==> config.mk <==
export PLATFORM = sky130hd
export DESIGN_NAME = serial_subtractor
export DESIGN_NICKNAME = d
export VERILOG_FILES = /design/src/rtl/serial_sub_pkg.sv /design/src/rtl/serial_subtractor_fs.sv /design/src/rtl/serial_subtractor.sv
export SDC_FILE = /design/constraint.sdc
export NUM_CORES = 1
export LEC_CHECK = 0
export CORE_MARGIN = 5
export CORE_UTILIZATION = 50
export DETAILED_ROUTE_END_ITERATION = 10
export PLACE_DENSITY = 0.79
export SYNTH_ARGS = -nofsm -noshare
export SYNTH_HDL_FRONTEND = slang
export SYNTH_SLANG_ARGS = --single-unit
==> constraint.sdc <==
create_clock -name clk -period 5.35 [get_ports clk]
set_input_delay 1.3375 -clock clk [delete_from_list [all_inputs] [get_ports clk]]
set_output_delay 1.3375 -clock clk [all_outputs]
set_load 0.01 [all_outputs]
==> src/rtl/serial_sub_pkg.sv <==
// serial_sub_pkg: shared state encoding and counter sizing for the bit-serial subtractor
package serial_sub_pkg;
    typedef enum logic [1:0] {IDLE, RUN, DONE} state_t;
    localparam int DEF_WIDTH = 32;
    localparam int CNT_W = $clog2(DEF_WIDTH);
    function automatic int cnt_width(input int w);
        return (w < 2) ? 1 : $clog2(w);
    endfunction
endpackage

==> src/rtl/serial_subtractor_fs.sv <==
// full_subtractor: single-bit x - y - borrow cell, purely combinational
module full_subtractor (
    input  logic bit1,
    input  logic bit2,
    input  logic bin,
    output logic diff,
    output logic bout
);
    assign diff = bit1 ^ bit2 ^ bin;
    assign bout = (~bit1 & bit2) | (~(bit1 ^ bit2) & bin);
endmodule

==> src/rtl/serial_subtractor.sv <==
// serial_subtractor: bit-serial a - b - bin, LSB first, valid/ready on both sides.
// Define SERIAL_SUB_FLAGS_EN to add registered zero/neg/ovf result flags.
module serial_subtractor
    import serial_sub_pkg::*;
#(
    parameter int WIDTH = 32
) (
    input  logic             clk,
    input  logic             rst,
    input  logic             in_valid,
    output logic             in_ready,
    input  logic [WIDTH-1:0] a,
    input  logic [WIDTH-1:0] b,
    input  logic             bin,
    output logic             out_valid,
    input  logic             out_ready,
    output logic [WIDTH-1:0] diff,
`ifdef SERIAL_SUB_FLAGS_EN
    output logic             zero,
    output logic             neg,
    output logic             ovf,
`endif
    output logic             bout
);
    localparam int CW = cnt_width(WIDTH);
    state_t state;
    logic [CW-1:0] cnt;
    logic [WIDTH-1:0] a_sr, b_sr;
    logic br, d, br_next, last;
`ifdef SERIAL_SUB_FLAGS_EN
    logic nz;
`endif
    full_subtractor u_fs (.bit1(a_sr[0]), .bit2(b_sr[0]), .bin(br), .diff(d), .bout(br_next));
    assign last = cnt == CW'(WIDTH - 1);
    always_ff @(posedge clk or posedge rst) begin
        if (rst) begin
            state     <= IDLE;
            cnt       <= '0;
            a_sr      <= '0;
            b_sr      <= '0;
            br        <= 1'b0;
            diff      <= '0;
            bout      <= 1'b0;
            in_ready  <= 1'b1;
            out_valid <= 1'b0;
`ifdef SERIAL_SUB_FLAGS_EN
            nz        <= 1'b0;
            zero      <= 1'b0;
            neg       <= 1'b0;
            ovf       <= 1'b0;
`endif
        end else begin
            case (state)
                IDLE: if (in_valid) begin
                    a_sr     <= a;
                    b_sr     <= b;
                    br       <= bin;
                    cnt      <= '0;
                    in_ready <= 1'b0;
                    state    <= RUN;
`ifdef SERIAL_SUB_FLAGS_EN
                    nz       <= 1'b0;
`endif
                end
                RUN: begin
                    a_sr <= a_sr >> 1;
                    b_sr <= b_sr >> 1;
                    br   <= br_next;
                    diff <= {d, diff[WIDTH-1:1]};
                    cnt  <= last ? cnt : cnt + 1'b1;
`ifdef SERIAL_SUB_FLAGS_EN
                    nz   <= nz | d;
`endif
                    if (last) begin
                        bout      <= br_next;
                        out_valid <= 1'b1;
                        state     <= DONE;
`ifdef SERIAL_SUB_FLAGS_EN
                        // on the last bit the shift registers hold the operand MSBs
                        zero      <= ~(nz | d);
                        neg       <= d;
                        ovf       <= (a_sr[0] ^ b_sr[0]) & (d ^ a_sr[0]);
`endif
                    end
                end
                DONE: if (out_ready) begin
                    out_valid <= 1'b0;
                    in_ready  <= 1'b1;
                    state     <= IDLE;
                end
                default: state <= IDLE;
            endcase
        end
    end
endmodule

==> Word level (Yosys, flattened, before mapping) <==
Cells that the tools add are included.
Widths: inputs -> output; s select.
{ "op_classes": {"reduce_logical": 10, "div_mod_pow": 0, "multipliers": 0, "shifts": 0, "magnitude_cmp": 0, "mux": 19, "addsub": 1, "n_eq_ne": 7, "bitwise": 7} }
{ "op_table": {"columns": ["operator", "n"], "rows": [
  ["$pmux 32 s2", 2],
  ["$mux 32", 2],
  ["$reduce_and 3->1", 4],
  ["$mux 5", 2],
  ["$pmux 5 s2", 1],
  ["$ne 2x2->1 const B", 4],
  ["$mux 2", 3],
  ["$pmux 1 s2", 3],
  ["$pmux 2 s3", 1],
  ["$reduce_bool 2->1", 3],
  ["$add 5x1->5 const B", 1],
  ["$eq 5x5->1 const B", 1],
  ["$mux 1", 5],
  ["$reduce_and 2->1", 2],
  ["$and 1x1->1", 2],
  ["$eq 2x1->1 const B", 1],
  ["$eq 2x2->1 const B", 1],
  ["$logic_not 2->1", 1],
  ["$not 1->1", 2],
  ["$xor 1x1->1", 2],
  ["$or 1x1->1", 1]
]} }
{ "totals": {"latch_bits": 0, "register_bits": 107, "word_cells": 53, "ramBits": 0, "rom_bits": 0, "n_memories": 0, "output_inout_bits": 35, "in_bits": 69} }

==> Logic depth before layout (Yosys ltp) <==
Gate-level depths: netlist (run 1).
{ "depth": {"ltp_word": 5, "depth_mapped": 7, "ltp_nobuf": 6} }

==> Cells and area by module <==
Synthesis (run 1) repeated with hierarchy kept, for this count alone.
{ "hier_totals": {"cells_unflattened": 475, "area_unflattened_um2": 4882.2} }
{ "by_module_without_submodules": {"columns": ["mod", "seq_area_each_um2", "n_inst", "cells_per_inst", "area_each_um2"], "rows": [
  ["serial_subtractor", 2678.8, 1, 471, 4850.9],
  ["full_subtractor", 0.0, 1, 4, 31.3]
]} }

==> Least setup slack after synthesis (run 1) <==
OpenSTA, ideal clock, no wires.
{ "synth_timing": {"path_type": "in2reg", "startpoint": "input in_valid", "endpoint": "register b_sr[5]", "arrival_time_ns": 2.109, "path_slack_ns": 3.118, "stages": 4, "n_path_buf": 2, "required_ns": 5.227, "cell_sequence": "o21bai_1 -> buf_2 -> buf_2 -> o21ai_1"} }
{ "synth_between": {"elab_chain_cells": 2} }
{ "synth_lines": {"columns": ["item", "line", "rtl"], "rows": [
  ["start: declaration", "serial_subtractor.sv:10", "input logic in_valid,"],
  ["$ne 2x2->1 (no line)", null, null],
  ["$reduce_and 2->1 (no line)", null, null],
  ["end signal: assignment", "serial_subtractor.sv:67", "b_sr <= b_sr >> 1;"],
  ["end: declaration", "serial_subtractor.sv:28", "logic [WIDTH-1:0] a_sr, b_sr;"]
]} }
No other way between the ends.
A chain may end at the register's enable or synchronous reset.

==> Worst setup path after layout (run 1) <==
{ "layout_timing": {"startpoint": "input in_valid", "endpoint": "register b_sr[1]"} }
The elaborated chain is that of the path after synthesis.

==> flow_summary.html, run 1 <==
<table>
<tr><th>Metric</th><th>Value</th></tr>
<tr><th colspan="2">Power</th></tr>
<tr><td>Cell leakage power</td><td>2.35 nW</td></tr>
<tr><td>Power per cell area</td><td>529 nW/um^2</td></tr>
<tr><td>Maximum vdd drop</td><td>0.203 mV</td></tr>
<tr><th colspan="2">Floorplan</th></tr>
<tr><td>Total die area</td><td>11500 sq um</td></tr>
<tr><td>Vertical die dimension</td><td>107 um</td></tr>
<tr><td>Std-Cell Rows</td><td>35</td></tr>
<tr><td>Die boundary width</td><td>107 um</td></tr>
<tr><td>Core Region</td><td>9240 sq um</td></tr>
<tr><td>I/O Pins</td><td>104</td></tr>
<tr><td>Initial Utilization</td><td>51.2%</td></tr>
<tr><th colspan="2">Clock network</th></tr>
<tr><td>Post-CTS Hold Buffers</td><td>0</td></tr>
<tr><td>Root buffer selected by CTS</td><td>sky130_fd_sc_hd__clkbuf_8</td></tr>
<tr><td>Clock-pin transition on the worst setup and hold timing paths</td><td>0.10 ns</td></tr>
<tr><td>Post-CTS sizing</td><td>0</td></tr>
<tr><td>Clock latency at the later pin of the worst-skew pair</td><td>0.36 ns</td></tr>
<tr><td>Clock Path Buffers</td><td>2</td></tr>
<tr><td>Clock tree from TritonCTS</td><td>yes</td></tr>
<tr><td>Clock H-tree levels</td><td>3</td></tr>
<tr><td>Setup Buffers After CTS</td><td>0</td></tr>
<tr><td>TritonCTS Buffers</td><td>9</td></tr>
<tr><td>Sink count of the clock tree</td><td>107</td></tr>
<tr><th colspan="2">GRT</th></tr>
<tr><td>Overall overflow remaining after global route</td><td>0</td></tr>
<tr><td>Largest net degree at the start of global routing</td><td>80</td></tr>
<tr><td>Initial antenna violation count</td><td>0</td></tr>
<tr><td>Number of global-route vias before repair</td><td>3169</td></tr>
<tr><td>Overall Global Routing Usage</td><td>17.3%</td></tr>
<tr><td>Wire length of the first global-routing pass</td><td>15.9 mm</td></tr>
<tr><th colspan="2">Worst setup path</th></tr>
<tr><td>Setup Crit Path Kind</td><td>input pin to flop</td></tr>
<tr><td>Setup crit start kind</td><td>input pin</td></tr>
<tr><td>Data arrival, critical path</td><td>3.19 ns</td></tr>
<tr><td>Endpoint class of the critical path</td><td>flop</td></tr>
<tr><td>Worst r2r path cells</td><td>4</td></tr>
<tr><td>Critical path data required time</td><td>5.58 ns</td></tr>
<tr><td>Worst flop-to-flop path startpoint</td><td>state[1]</td></tr>
<tr><td>Critical Path Start</td><td>in_valid</td></tr>
<tr><td>Slowest cell delay on critical path</td><td>0.74 ns</td></tr>
<tr><td>Critical-path cell with the highest stage delay</td><td>sky130_fd_sc_hd__o21bai_4</td></tr>
<tr><td>Crit path cell chain</td><td>clkdlybuf4s50_1 &gt; o21bai_4 &gt; buf_4 &gt; o21ai_0</td></tr>
<tr><td>Largest driver fanout on the critical path</td><td>40</td></tr>
<tr><th colspan="2">Drt</th></tr>
<tr><td>WL met3</td><td>503 um</td></tr>
<tr><td>Length of the first detailed-routing pass in iterations</td><td>5</td></tr>
<tr><td>Vias post-DR</td><td>3239</td></tr>
<tr><td>Met2 wire len</td><td>4.60 mm</td></tr>
<tr><td>Uppermost layer routed</td><td>met4</td></tr>
<tr><td>Number of nets with antenna violations after routing</td><td>0</td></tr>
<tr><td>DR iter-0 viols</td><td>65</td></tr>
<tr><td>Wire length after detailed routing</td><td>9.62 mm</td></tr>
<tr><td>Final routed wire length divided by cell count</td><td>15.3 um</td></tr>
<tr><td>Met1 wire length</td><td>4.38 mm</td></tr>
<tr><td>Residual DRC count</td><td>0</td></tr>
<tr><td>DR vias/cell</td><td>5.14</td></tr>
<tr><th colspan="2">Yosys</th></tr>
<tr><td>Total number of yosys warnings</td><td>0</td></tr>
<tr><td>Number of distinct library cells after synthesis</td><td>32</td></tr>
<tr><td>Synthesized instance count</td><td>407</td></tr>
<tr><td>Cell area after synthesis</td><td>4730 sq um</td></tr>
<tr><td>Synth area leader</td><td>sky130_fd_sc_hd__dfrtp_1</td></tr>
<tr><td>Sequential fraction of the synthesis area</td><td>56.6%</td></tr>
<tr><td>Net count after synthesis</td><td>479</td></tr>
<tr><td>Flop and latch count out of synthesis</td><td>107</td></tr>
<tr><td>Dominant cells by area after synthesis</td><td>sky130_fd_sc_hd__dfrtp_1, sky130_fd_sc_hd__mux2i_1, sky130_fd_sc_hd__mux2_2</td></tr>
<tr><td>Synthesized area divided by synthesized cell count</td><td>11.6 sq um</td></tr>
<tr><td>Top cell type's share of synthesized area</td><td>56.0%</td></tr>
<tr><th colspan="2">Timing</th></tr>
<tr><td>Share of the cycle needed by the critical path after routing</td><td>55.2%</td></tr>
<tr><td>Fmax achieved</td><td>338 MHz</td></tr>
<tr><td>Max-slew headroom at the worst pin</td><td>28.2%</td></tr>
<tr><td>Slew @ Worst Pin</td><td>1.08 ns</td></tr>
<tr><td>Final count of pins violating max slew</td><td>0</td></tr>
<tr><td>Time the final worst path needs with I/O delays and setup</td><td>2.95 ns</td></tr>
<tr><td>Setup repair after global routing missed its margin</td><td>false</td></tr>
<tr><td>Skew final</td><td>0.00958 ns</td></tr>
<tr><td>Final setup viols</td><td>0</td></tr>
<tr><td>Post-Route Setup TNS</td><td>0 ns</td></tr>
<tr><td>Count of endpoints failing hold in the final timing report</td><td>0</td></tr>
<tr><th colspan="2">Finish</th></tr>
<tr><td>Final Non-Filler Cells</td><td>630</td></tr>
<tr><td>Share of cells above drive strength 1</td><td>11.4%</td></tr>
<tr><td>Synthesis-to-finish area growth</td><td>26.4%</td></tr>
<tr><td>Final cell area excluding filler cells</td><td>5990 sq um</td></tr>
<tr><td>Layout filler cell count</td><td>768</td></tr>
<tr><td>Diodes inserted</td><td>0</td></tr>
<tr><td>Most frequent standard cell in the layout excluding fill and tap cells</td><td>sky130_fd_sc_hd__dfrtp_1</td></tr>
<tr><td>Final-stage net count</td><td>569</td></tr>
<tr><td>Most frequent cells in the layout</td><td>sky130_fd_sc_hd__dfrtp_1, sky130_fd_sc_hd__clkdlybuf4s50_1, sky130_fd_sc_hd__nand2_1</td></tr>
<tr><th colspan="2">Status</th></tr>
<tr><td>Result of the run</td><td>finished clean</td></tr>
<tr><th colspan="2">Placement</th></tr>
<tr><td>Total of buffers placed on input and output ports</td><td>103</td></tr>
<tr><td>Number of instances in the placed design</td><td>615</td></tr>
<tr><td>Placed Instance Area</td><td>5790 sq um</td></tr>
<tr><td>Routability-driven placement congestion ratio</td><td>0.753</td></tr>
<tr><td>Final HPWL from detailed placement</td><td>6.82 mm</td></tr>
<tr><th colspan="2">Worst hold path</th></tr>
<tr><td>Count of cells along the worst hold path</td><td>2</td></tr>
<tr><td>Worst min path class</td><td>flop to flop</td></tr>
<tr><td>Beginning of the worst hold path</td><td>bout</td></tr>
<tr><th colspan="2">Job</th></tr>
<tr><td>Max-cap violations</td><td>0</td></tr>
</table>
==> report_power, final <==
| group | leakage (nW) | internal [mW] | switching (mW) |
|---|---|---|---|
| clock | 0.100 | 0.230 | 0.274 |
| combinational | 0.916 | 0.705 | 0.551 |
| sequential | 1.34 | 1.17 | 0.234 |
==> registers in the layout, summed over array words and instances, names as in the netlist <==
signal     cells
a_sr          32
b_sr          32
diff          32
cnt            5
state          2
bout           1
br             1
in_ready       1
out_valid      1
==> worst max-delay path, delay by kind of cell <==
| family | cells | cell delay [ns] |
|---|---|---|
| AOI/OAI and AO/OA | 2 | 0.89 |
| buffers and inverters | 2 | 0.94 |
==> through the flow <==
| step | hold WS, ns | setup WS, ns | power, mW | utilization [%] |
|---|---|---|---|---|
| detailed placement | 0.470 | 2.04 | 2.70 | 62.6 |
| CTS | 0.491 | 2.43 | 3.20 | 64.8 |
| finish | 0.485 | 2.40 | 3.17 | 64.8 |
| global placement | 0.461 | 2.11 | 2.63 | 62.6 |
| global route | 0.511 | 2.25 | 3.39 | 64.8 |
| floorplan | 0.449 | 1.20 | 2.22 | - |
==> cell type report <==
type / count / area, sq um / area share, %
inverters: 5 / 21.3 / 0.355
well taps: 129 / 161 / 2.70
clock inverters: 5 / 62.6 / 1.05
repair buffers: 107 / 1070 / 17.9
multi-input cells: 267 / 1850 / 30.9
flip-flops and latches: 107 / 2680 / 44.8
clock buffers: 10 / 138 / 2.30
==> routing by layer <==
metal  up-vias  track usage (%)
li1       1586                -
met1      1564             23.6
met2        77             27.5
met3        12             4.14
met4         0             5.66
met5         -                0
==> cells in the mapped netlist <==
library cell and number:
sky130_fd_sc_hd__mux2_2 32, sky130_fd_sc_hd__nor2b_1 2, sky130_fd_sc_hd__o21bai_1 1, sky130_fd_sc_hd__nand4b_1 1, sky130_fd_sc_hd__buf_6 3, sky130_fd_sc_hd__a21oi_1 7, sky130_fd_sc_hd__o21ai_1 38, sky130_fd_sc_hd__nor3_1 1
sky130_fd_sc_hd__nor3b_1 1, sky130_fd_sc_hd__mux2i_1 63, sky130_fd_sc_hd__dfstp_2 1, sky130_fd_sc_hd__nand3_1 1, sky130_fd_sc_hd__nand3b_1 1, sky130_fd_sc_hd__a211oi_2 1, sky130_fd_sc_hd__and3_1 1, sky130_fd_sc_hd__dfrtp_1 106
sky130_fd_sc_hd__o31ai_1 1, sky130_fd_sc_hd__ha_1 2, sky130_fd_sc_hd__a22oi_1 2, sky130_fd_sc_hd__inv_1 5, sky130_fd_sc_hd__o21ai_0 31, sky130_fd_sc_hd__nand2_1 72, sky130_fd_sc_hd__clkbuf_1 7, sky130_fd_sc_hd__buf_4 3
sky130_fd_sc_hd__fa_1 1, sky130_fd_sc_hd__a31oi_1 1, sky130_fd_sc_hd__o311ai_2 1, sky130_fd_sc_hd__nor2_1 4, sky130_fd_sc_hd__nand2b_1 1, sky130_fd_sc_hd__nand2b_4 1, sky130_fd_sc_hd__buf_2 11, sky130_fd_sc_hd__buf_8 4
==> cells by family after synthesis <==
logic type               Yosys count  synth area share, %
AO/OA/AOI/OAI                     83                 9.41
buffers and inverters             33                 4.57
flip-flops                       107                 56.6
adder cells (fa/ha/maj)            3                0.951
multiplexers                      95                 20.9
AND/OR/NAND/NOR                   86                 7.56
==> final timing paths <==
path / endpoint / slack (ns)
max reg2reg: a_sr[10] / 2.78
min reg2reg: bout / 0.48
max: b_sr[1] / 2.40
min: bout / 0.48
max in group asynchronous: a_sr[20] / 2.83
min in group asynchronous: a_sr[14] / 1.53
No activity file was read; power rests on OpenSTA's default activity.
==> run 2, diff against run 1 <==
--- a/config.mk
+++ b/config.mk
@@ -6,9 +6,9 @@
 export NUM_CORES = 1
 export LEC_CHECK = 0
 export CORE_MARGIN = 5
-export CORE_UTILIZATION = 50
+export CORE_UTILIZATION = 46
 export DETAILED_ROUTE_END_ITERATION = 10
-export PLACE_DENSITY = 0.79
+export PLACE_DENSITY = 0.77
 export SYNTH_ARGS = -nofsm -noshare
 export SYNTH_HDL_FRONTEND = slang
 export SYNTH_SLANG_ARGS = --single-unit
==> constraint.sdc (replaced) <==
create_clock -name clk -period 2.6 [get_ports clk]
set_input_delay 0.65 -clock clk [delete_from_list [all_inputs] [get_ports clk]]
set_output_delay 0.65 -clock clk [all_outputs]
set_load 0.01 [all_outputs]
==> flow_summary.html, run 2 (synthesis results as in run 1) <==
<table>
<tr><th>Metric</th><th>Value</th></tr>
<tr><th colspan="2">Clock network</th></tr>
<tr><td>Clock latency at the later pin of the worst-skew pair</td><td>0.37 ns</td></tr>
<tr><td>Sink count of the clock tree</td><td>107</td></tr>
<tr><td>Root buffer selected by CTS</td><td>sky130_fd_sc_hd__clkbuf_8</td></tr>
<tr><td>Clock-pin transition on the worst setup and hold timing paths</td><td>0.10 ns</td></tr>
<tr><td>Post-CTS Hold Buffers</td><td>0</td></tr>
<tr><td>Clock Path Buffers</td><td>2</td></tr>
<tr><td>Setup Buffers After CTS</td><td>0</td></tr>
<tr><td>Clock tree from TritonCTS</td><td>yes</td></tr>
<tr><td>Post-CTS sizing</td><td>0</td></tr>
<tr><td>TritonCTS Buffers</td><td>9</td></tr>
<tr><td>Clock H-tree levels</td><td>3</td></tr>
<tr><th colspan="2">Drt</th></tr>
<tr><td>Final routed wire length divided by cell count</td><td>14.7 um</td></tr>
<tr><td>Number of nets with antenna violations after routing</td><td>0</td></tr>
<tr><td>DR iter-0 viols</td><td>149</td></tr>
<tr><td>Vias post-DR</td><td>3207</td></tr>
<tr><td>Wire length after detailed routing</td><td>9.41 mm</td></tr>
<tr><td>Length of the first detailed-routing pass in iterations</td><td>6</td></tr>
<tr><td>Residual DRC count</td><td>0</td></tr>
<tr><td>DR vias/cell</td><td>5.00</td></tr>
<tr><th colspan="2">GRT</th></tr>
<tr><td>Overall overflow remaining after global route</td><td>0</td></tr>
<tr><td>Number of global-route vias before repair</td><td>3311</td></tr>
<tr><td>Global-route met3 utilization</td><td>4.62%</td></tr>
<tr><td>Wire length of the first global-routing pass</td><td>16.3 mm</td></tr>
<tr><td>Met1 usage</td><td>22.5%</td></tr>
<tr><td>Initial antenna violation count</td><td>0</td></tr>
<tr><td>Met2 layer usage reported by global route</td><td>24.3%</td></tr>
<tr><td>Most utilized layer in the global route result</td><td>met2</td></tr>
<tr><td>Largest net degree at the start of global routing</td><td>90</td></tr>
<tr><td>Overall Global Routing Usage</td><td>16.1%</td></tr>
<tr><th colspan="2">Timing</th></tr>
<tr><td>Fmax achieved</td><td>470 MHz</td></tr>
<tr><td>Post-Route Setup TNS</td><td>0 ns</td></tr>
<tr><td>Setup repair after global routing missed its margin</td><td>false</td></tr>
<tr><td>Slew @ Worst Pin</td><td>0.456 ns</td></tr>
<tr><td>Skew final</td><td>0.00815 ns</td></tr>
<tr><td>Final count of pins violating max slew</td><td>0</td></tr>
<tr><td>Time the final worst path needs with I/O delays and setup</td><td>2.13 ns</td></tr>
<tr><td>Worst hold-check slack</td><td>0.486 ns</td></tr>
<tr><td>Final setup viols</td><td>0</td></tr>
<tr><td>Max-slew headroom at the worst pin</td><td>69.6%</td></tr>
<tr><td>Count of endpoints failing hold in the final timing report</td><td>0</td></tr>
<tr><td>Share of the cycle needed by the critical path after routing</td><td>81.9%</td></tr>
<tr><th colspan="2">Finish</th></tr>
<tr><td>Most frequent cells in the layout</td><td>sky130_fd_sc_hd__dfrtp_1, sky130_fd_sc_hd__clkdlybuf4s50_1, sky130_fd_sc_hd__nand2_1</td></tr>
<tr><td>Synthesis-to-finish area growth</td><td>28.5%</td></tr>
<tr><td>Diodes inserted</td><td>0</td></tr>
<tr><td>Final-stage net count</td><td>573</td></tr>
<tr><td>Registers with the most flip-flops</td><td>a_sr x32, b_sr x32, diff x32</td></tr>
<tr><td>Final Non-Filler Cells</td><td>642</td></tr>
<tr><td>Share of cells above drive strength 1</td><td>12.3%</td></tr>
<tr><td>Final cell area excluding filler cells</td><td>6090 sq um</td></tr>
<tr><td>Layout filler cell count</td><td>857</td></tr>
<tr><td>Most frequent standard cell in the layout excluding fill and tap cells</td><td>sky130_fd_sc_hd__dfrtp_1</td></tr>
<tr><th colspan="2">Worst setup path</th></tr>
<tr><td>Critical path data required time</td><td>1.95 ns</td></tr>
<tr><td>Setup Crit Path Kind</td><td>flop to output port</td></tr>
<tr><td>Endpoint class of the critical path</td><td>output port</td></tr>
<tr><td>Family of cells with the greatest summed delay on the critical path</td><td>flip-flops</td></tr>
<tr><td>Crit path cell chain</td><td>clkdlybuf4s50_1</td></tr>
<tr><td>Combined buffer and inverter count along the critical path</td><td>1</td></tr>
<tr><td>Critical-path cell with the highest stage delay</td><td>sky130_fd_sc_hd__dfstp_2</td></tr>
<tr><td>Slowest cell delay on critical path</td><td>0.56 ns</td></tr>
<tr><td>Setup crit start kind</td><td>flop</td></tr>
<tr><td>Largest driver fanout on the critical path</td><td>3</td></tr>
<tr><td>Data arrival, critical path</td><td>1.48 ns</td></tr>
<tr><th colspan="2">Placement</th></tr>
<tr><td>Routability-driven placement congestion ratio</td><td>0.742</td></tr>
<tr><td>Final HPWL from detailed placement</td><td>6.75 mm</td></tr>
<tr><td>Number of instances in the placed design</td><td>626</td></tr>
<tr><td>Total of buffers placed on input and output ports</td><td>103</td></tr>
<tr><td>Placed Instance Area</td><td>5880 sq um</td></tr>
<tr><th colspan="2">Status</th></tr>
<tr><td>Result of the run</td><td>finished clean</td></tr>
<tr><th colspan="2">Floorplan</th></tr>
<tr><td>Total die area</td><td>12400 sq um</td></tr>
<tr><td>Std-Cell Rows</td><td>37</td></tr>
<tr><td>Initial Utilization</td><td>46.5%</td></tr>
<tr><td>Die boundary width</td><td>111 um</td></tr>
<tr><td>I/O Pins</td><td>104</td></tr>
<tr><td>Core Region</td><td>10200 sq um</td></tr>
<tr><td>Vertical die dimension</td><td>111 um</td></tr>
<tr><th colspan="2">Job</th></tr>
<tr><td>Max-cap violations</td><td>0</td></tr>
<tr><th colspan="2">Worst hold path</th></tr>
<tr><td>Worst min path class</td><td>flop to flop</td></tr>
<tr><th colspan="2">Power</th></tr>
<tr><td>Power per cell area</td><td>1080 nW/um^2</td></tr>
<tr><td>Maximum vdd drop</td><td>0.447 mV</td></tr>
<tr><td>Cell leakage power</td><td>2.39 nW</td></tr>
</table>
-- run 2: path summary, 6_finish.rpt --
check / start / slack, ns / depth (start not counted) / end
min in group asynchronous: rst / 0.58 / 2 / diff[20]
worst min register to register: a_sr[14] / 0.49 / 2 / a_sr[14]
worst max-delay path: in_ready / 0.47 / 1 / in_ready
worst min-delay path: a_sr[14] / 0.49 / 2 / a_sr[14]
worst max register to register: state[1] / 0.75 / 4 / a_sr[17]
max in group asynchronous: rst / 1.47 / 3 / in_ready
-- run 2: final cells by class --
type / count / area [sq um] / share of cell area [%]
clock inverter: 6 / 72.6 / 1.19
clock buffer: 10 / 138 / 2.26
timing repair buffer: 111 / 1150 / 19.0
inverter: 5 / 22.5 / 0.370
tap: 136 / 170 / 2.80
sequential: 107 / 2680 / 44.0
multi-input combinational: 267 / 1850 / 30.4
-- run 2: per-stage QoR --
stage,worst slack (ns),utilization [%],power (mW)
finish,0.470,59.8,6.55
CTS,0.446,59.8,6.64
detailed placement,0.572,57.7,5.58
floorplan,0.663,-,4.57
global placement,0.616,57.7,5.43
global route,0.423,59.8,7.05
-- run 2: metal layers --
layer / vias up / wire [um]
met5: - / 0
met4: 0 / 146
met3: 13 / 489
met2: 82 / 4210
met1: 1518 / 4570
li1: 1594 / -
-- run 2: power by group --
part	switching, mW	total (mW)	internal (mW)
Sequential	0.475	2.88	2.41
Clock	0.584	1.06	0.480
Combinational	1.13	2.61	1.48
==> run 3, diff against run 2 <==
==> constraint.sdc (replaced) <==
create_clock -name clk -period 1.8 [get_ports clk]
set_input_delay 0.45 -clock clk [delete_from_list [all_inputs] [get_ports clk]]
set_output_delay 0.45 -clock clk [all_outputs]
set_load 0.01 [all_outputs]
==> flow_summary.html, run 3 (synthesis results as in run 1) <==
<table>
<tr><th>Metric</th><th>Value</th></tr>
<tr><th colspan="2">Power</th></tr>
<tr><td>Maximum vdd drop</td><td>0.675 mV</td></tr>
<tr><td>Cell leakage power</td><td>2.68 nW</td></tr>
<tr><td>Power per cell area</td><td>1520 nW/um^2</td></tr>
<tr><th colspan="2">Timing</th></tr>
<tr><td>Worst path setup slack after routing</td><td>0.0286 ns</td></tr>
<tr><td>Final count of pins violating max slew</td><td>0</td></tr>
<tr><td>Time the final worst path needs with I/O delays and setup</td><td>1.77 ns</td></tr>
<tr><td>Slew @ Worst Pin</td><td>0.355 ns</td></tr>
<tr><td>Fmax achieved</td><td>565 MHz</td></tr>
<tr><td>Skew final</td><td>0.0143 ns</td></tr>
<tr><td>Worst hold-check slack</td><td>0.491 ns</td></tr>
<tr><td>Max-slew headroom at the worst pin</td><td>76.3%</td></tr>
<tr><td>Count of endpoints failing hold in the final timing report</td><td>0</td></tr>
<tr><td>Share of the cycle needed by the critical path after routing</td><td>98.4%</td></tr>
<tr><td>Final setup viols</td><td>0</td></tr>
<tr><th colspan="2">Clock network</th></tr>
<tr><td>Sink count of the clock tree</td><td>107</td></tr>
<tr><td>Clock Path Buffers</td><td>2</td></tr>
<tr><td>Root buffer selected by CTS</td><td>sky130_fd_sc_hd__clkbuf_8</td></tr>
<tr><td>Clock-pin transition on the worst setup and hold timing paths</td><td>0.11 ns</td></tr>
<tr><td>Clock latency at the later pin of the worst-skew pair</td><td>0.37 ns</td></tr>
<tr><td>Clock tree from TritonCTS</td><td>yes</td></tr>
<tr><td>Clock H-tree levels</td><td>3</td></tr>
<tr><td>TritonCTS Buffers</td><td>9</td></tr>
<tr><th colspan="2">Drt</th></tr>
<tr><td>DR iter-0 viols</td><td>128</td></tr>
<tr><td>Length of the first detailed-routing pass in iterations</td><td>4</td></tr>
<tr><td>Vias post-DR</td><td>3232</td></tr>
<tr><td>DR vias/cell</td><td>4.98</td></tr>
<tr><td>Wire length after detailed routing</td><td>9.46 mm</td></tr>
<tr><td>Residual DRC count</td><td>0</td></tr>
<tr><td>Number of nets with antenna violations after routing</td><td>0</td></tr>
<tr><td>Final routed wire length divided by cell count</td><td>14.6 um</td></tr>
<tr><th colspan="2">Worst setup path</th></tr>
<tr><td>Endpoint class of the critical path</td><td>output port</td></tr>
<tr><td>Terminus of the critical flop-to-flop path</td><td>cnt[1]</td></tr>
<tr><td>Worst r2r path cells</td><td>7</td></tr>
<tr><td>Slowest cell delay on critical path</td><td>0.55 ns</td></tr>
<tr><td>Largest driver fanout on the critical path</td><td>3</td></tr>
<tr><td>Critical-path cell with the highest stage delay</td><td>sky130_fd_sc_hd__clkdlybuf4s50_1</td></tr>
<tr><td>Data arrival, critical path</td><td>1.32 ns</td></tr>
<tr><td>Critical path data required time</td><td>1.35 ns</td></tr>
<tr><td>Setup Crit Path Kind</td><td>flop to output port</td></tr>
<tr><td>Crit path cell chain</td><td>clkdlybuf4s50_1</td></tr>
<tr><td>Critical path capture point</td><td>diff[28]</td></tr>
<tr><td>Combined buffer and inverter count along the critical path</td><td>1</td></tr>
<tr><td>Setup crit start kind</td><td>flop</td></tr>
<tr><td>Logic depth of the worst setup path including buffers</td><td>1</td></tr>
<tr><td>Worst reg-to-reg setup slack</td><td>0.15 ns</td></tr>
<tr><td>Worst flop-to-flop path startpoint</td><td>cnt[0]</td></tr>
<tr><td>Family of cells with the greatest summed delay on the critical path</td><td>buffers and inverters</td></tr>
<tr><td>Critical Path Start</td><td>diff[28]</td></tr>
<tr><th colspan="2">Floorplan</th></tr>
<tr><td>Total die area</td><td>12400 sq um</td></tr>
<tr><td>Die boundary width</td><td>111 um</td></tr>
<tr><td>Core Region</td><td>10200 sq um</td></tr>
<tr><td>Std-Cell Rows</td><td>37</td></tr>
<tr><td>I/O Pins</td><td>104</td></tr>
<tr><td>Initial Utilization</td><td>46.5%</td></tr>
<tr><td>Vertical die dimension</td><td>111 um</td></tr>
<tr><th colspan="2">Finish</th></tr>
<tr><td>Registers with the most flip-flops</td><td>a_sr x32, b_sr x32, diff x32</td></tr>
<tr><td>Most frequent standard cell in the layout excluding fill and tap cells</td><td>sky130_fd_sc_hd__dfrtp_1</td></tr>
<tr><td>Layout filler cell count</td><td>821</td></tr>
<tr><td>Diodes inserted</td><td>0</td></tr>
<tr><td>Share of cells above drive strength 1</td><td>13.6%</td></tr>
<tr><td>Synthesis-to-finish area growth</td><td>31.2%</td></tr>
<tr><td>Final-stage net count</td><td>580</td></tr>
<tr><td>Most frequent cells in the layout</td><td>sky130_fd_sc_hd__dfrtp_1, sky130_fd_sc_hd__clkdlybuf4s50_1, sky130_fd_sc_hd__nand2_1</td></tr>
<tr><th colspan="2">Placement</th></tr>
<tr><td>Routability-driven placement congestion ratio</td><td>0.754</td></tr>
<tr><td>Placement Setup Slack</td><td>0.0677 ns</td></tr>
<tr><td>Final HPWL from detailed placement</td><td>6.78 mm</td></tr>
<tr><td>Total of buffers placed on input and output ports</td><td>103</td></tr>
<tr><th colspan="2">GRT</th></tr>
<tr><td>Wire length of the first global-routing pass</td><td>16.2 mm</td></tr>
<tr><td>Overall overflow remaining after global route</td><td>0</td></tr>
<tr><td>Number of global-route vias before repair</td><td>3304</td></tr>
<tr><td>Initial antenna violation count</td><td>0</td></tr>
<tr><td>Largest net degree at the start of global routing</td><td>69</td></tr>
<tr><td>Overall Global Routing Usage</td><td>15.8%</td></tr>
<tr><th colspan="2">Worst hold path</th></tr>
<tr><td>Worst min path class</td><td>flop to flop</td></tr>
<tr><td>Beginning of the worst hold path</td><td>b_sr[4]</td></tr>
<tr><th colspan="2">Status</th></tr>
<tr><td>Result of the run</td><td>finished clean</td></tr>
<tr><th colspan="2">Job</th></tr>
<tr><td>Max-cap violations</td><td>0</td></tr>
</table>
run 3: cell types whose count changed in the layout (fill, tap and decap cells not counted), sizes merged:
| cell | before | now |
|---|---|---|
| bufinv | 1 | 0 |
| clkinvlp | 2 | 1 |
| inv | 5 | 8 |
| dlygate4sd2 | 0 | 1 |
| dlymetal6s2s | 0 | 24 |
| clkbuf | 10 | 9 |
| buf | 8 | 15 |
| clkdlybuf4s50 | 103 | 78 |
run 3: worst register-to-register path, cell delays in order, from the launching register on:
cell and delay [ns]:
sky130_fd_sc_hd__dfrtp_1 0.44, sky130_fd_sc_hd__ha_1 0.22, sky130_fd_sc_hd__and3_1 0.18, sky130_fd_sc_hd__ha_1 0.23, sky130_fd_sc_hd__buf_4 0.18, sky130_fd_sc_hd__nor2_2 0.10
sky130_fd_sc_hd__a22oi_1 0.08, sky130_fd_sc_hd__o21ai_0 0.15
run 3: what timing repair did:
action | in CTS | in global routing
setup endpoints to repair | 2 | 30
hold buffers | 0 | 0
pin swaps | 0 | 0
setup buffers | 1 | 4
resized for setup | 1 | 25
run 3: cell type report:
| cell class | instances | area [sq um] | area share [%] |
|---|---|---|---|
| clock inverter | 7 | 86.3 | 1.39 |
| inverter | 5 | 22.5 | 0.363 |
| clock buffer | 9 | 124 | 1.99 |
| tap | 136 | 170 | 2.74 |
| sequential | 107 | 2680 | 43.1 |
| multi-input combinational | 267 | 1850 | 29.8 |
| timing repair buffer | 118 | 1280 | 20.6 |
run 3: power by group:
part	leakage [nW]	total, mW	switching [mW]	internal (mW)
registers	1.34	4.11	0.637	3.48
logic	1.23	3.86	1.70	2.16
clock network	0.105	1.49	0.927	0.563
total	2.68	9.46	3.26	6.20
run 3: worst min path at each step:
| stage | depth (start not counted) | slack [ns] | end |
|---|---|---|---|
| after floorplan | 2 | 0.45 | a_sr[12] |
| after global placement | 2 | 0.46 | b_sr[2] |
| after detailed placement | 2 | 0.47 | a_sr[16] |
| after CTS | 2 | 0.49 | a_sr[16] |
| after global routing | 2 | 0.51 | b_sr[7] |
| final | 2 | 0.49 | b_sr[4] |
run 3: per-layer routing:
| layer | vias to the layer above | track usage [%] | wire length, um |
|---|---|---|---|
| li1 | 1615 | - | - |
| met1 | 1526 | 22.7 | 4630 |
| met2 | 80 | 23.6 | 4270 |
| met3 | 11 | 3.91 | 441 |
| met4 | 0 | 5.11 | 121 |
| met5 | - | 0 | 0 |
run 3: stage by stage:
step / instance area (sq um) / power [mW] / utilization [%] / TNS (ns) / instances
after floorplan: 4740 / 6.60 / - / 0 / 407
after global placement: 5900 / 7.86 / 58.0 / 0 / 628
after detailed placement: 5900 / 8.10 / 58.0 / 0 / 628
after CTS: 6120 / 9.58 / 60.1 / 0 / 645
after global routing: 6210 / 10.2 / 61.0 / -0.00571 / 649
final: 6210 / 9.46 / 61.0 / 0 / 649
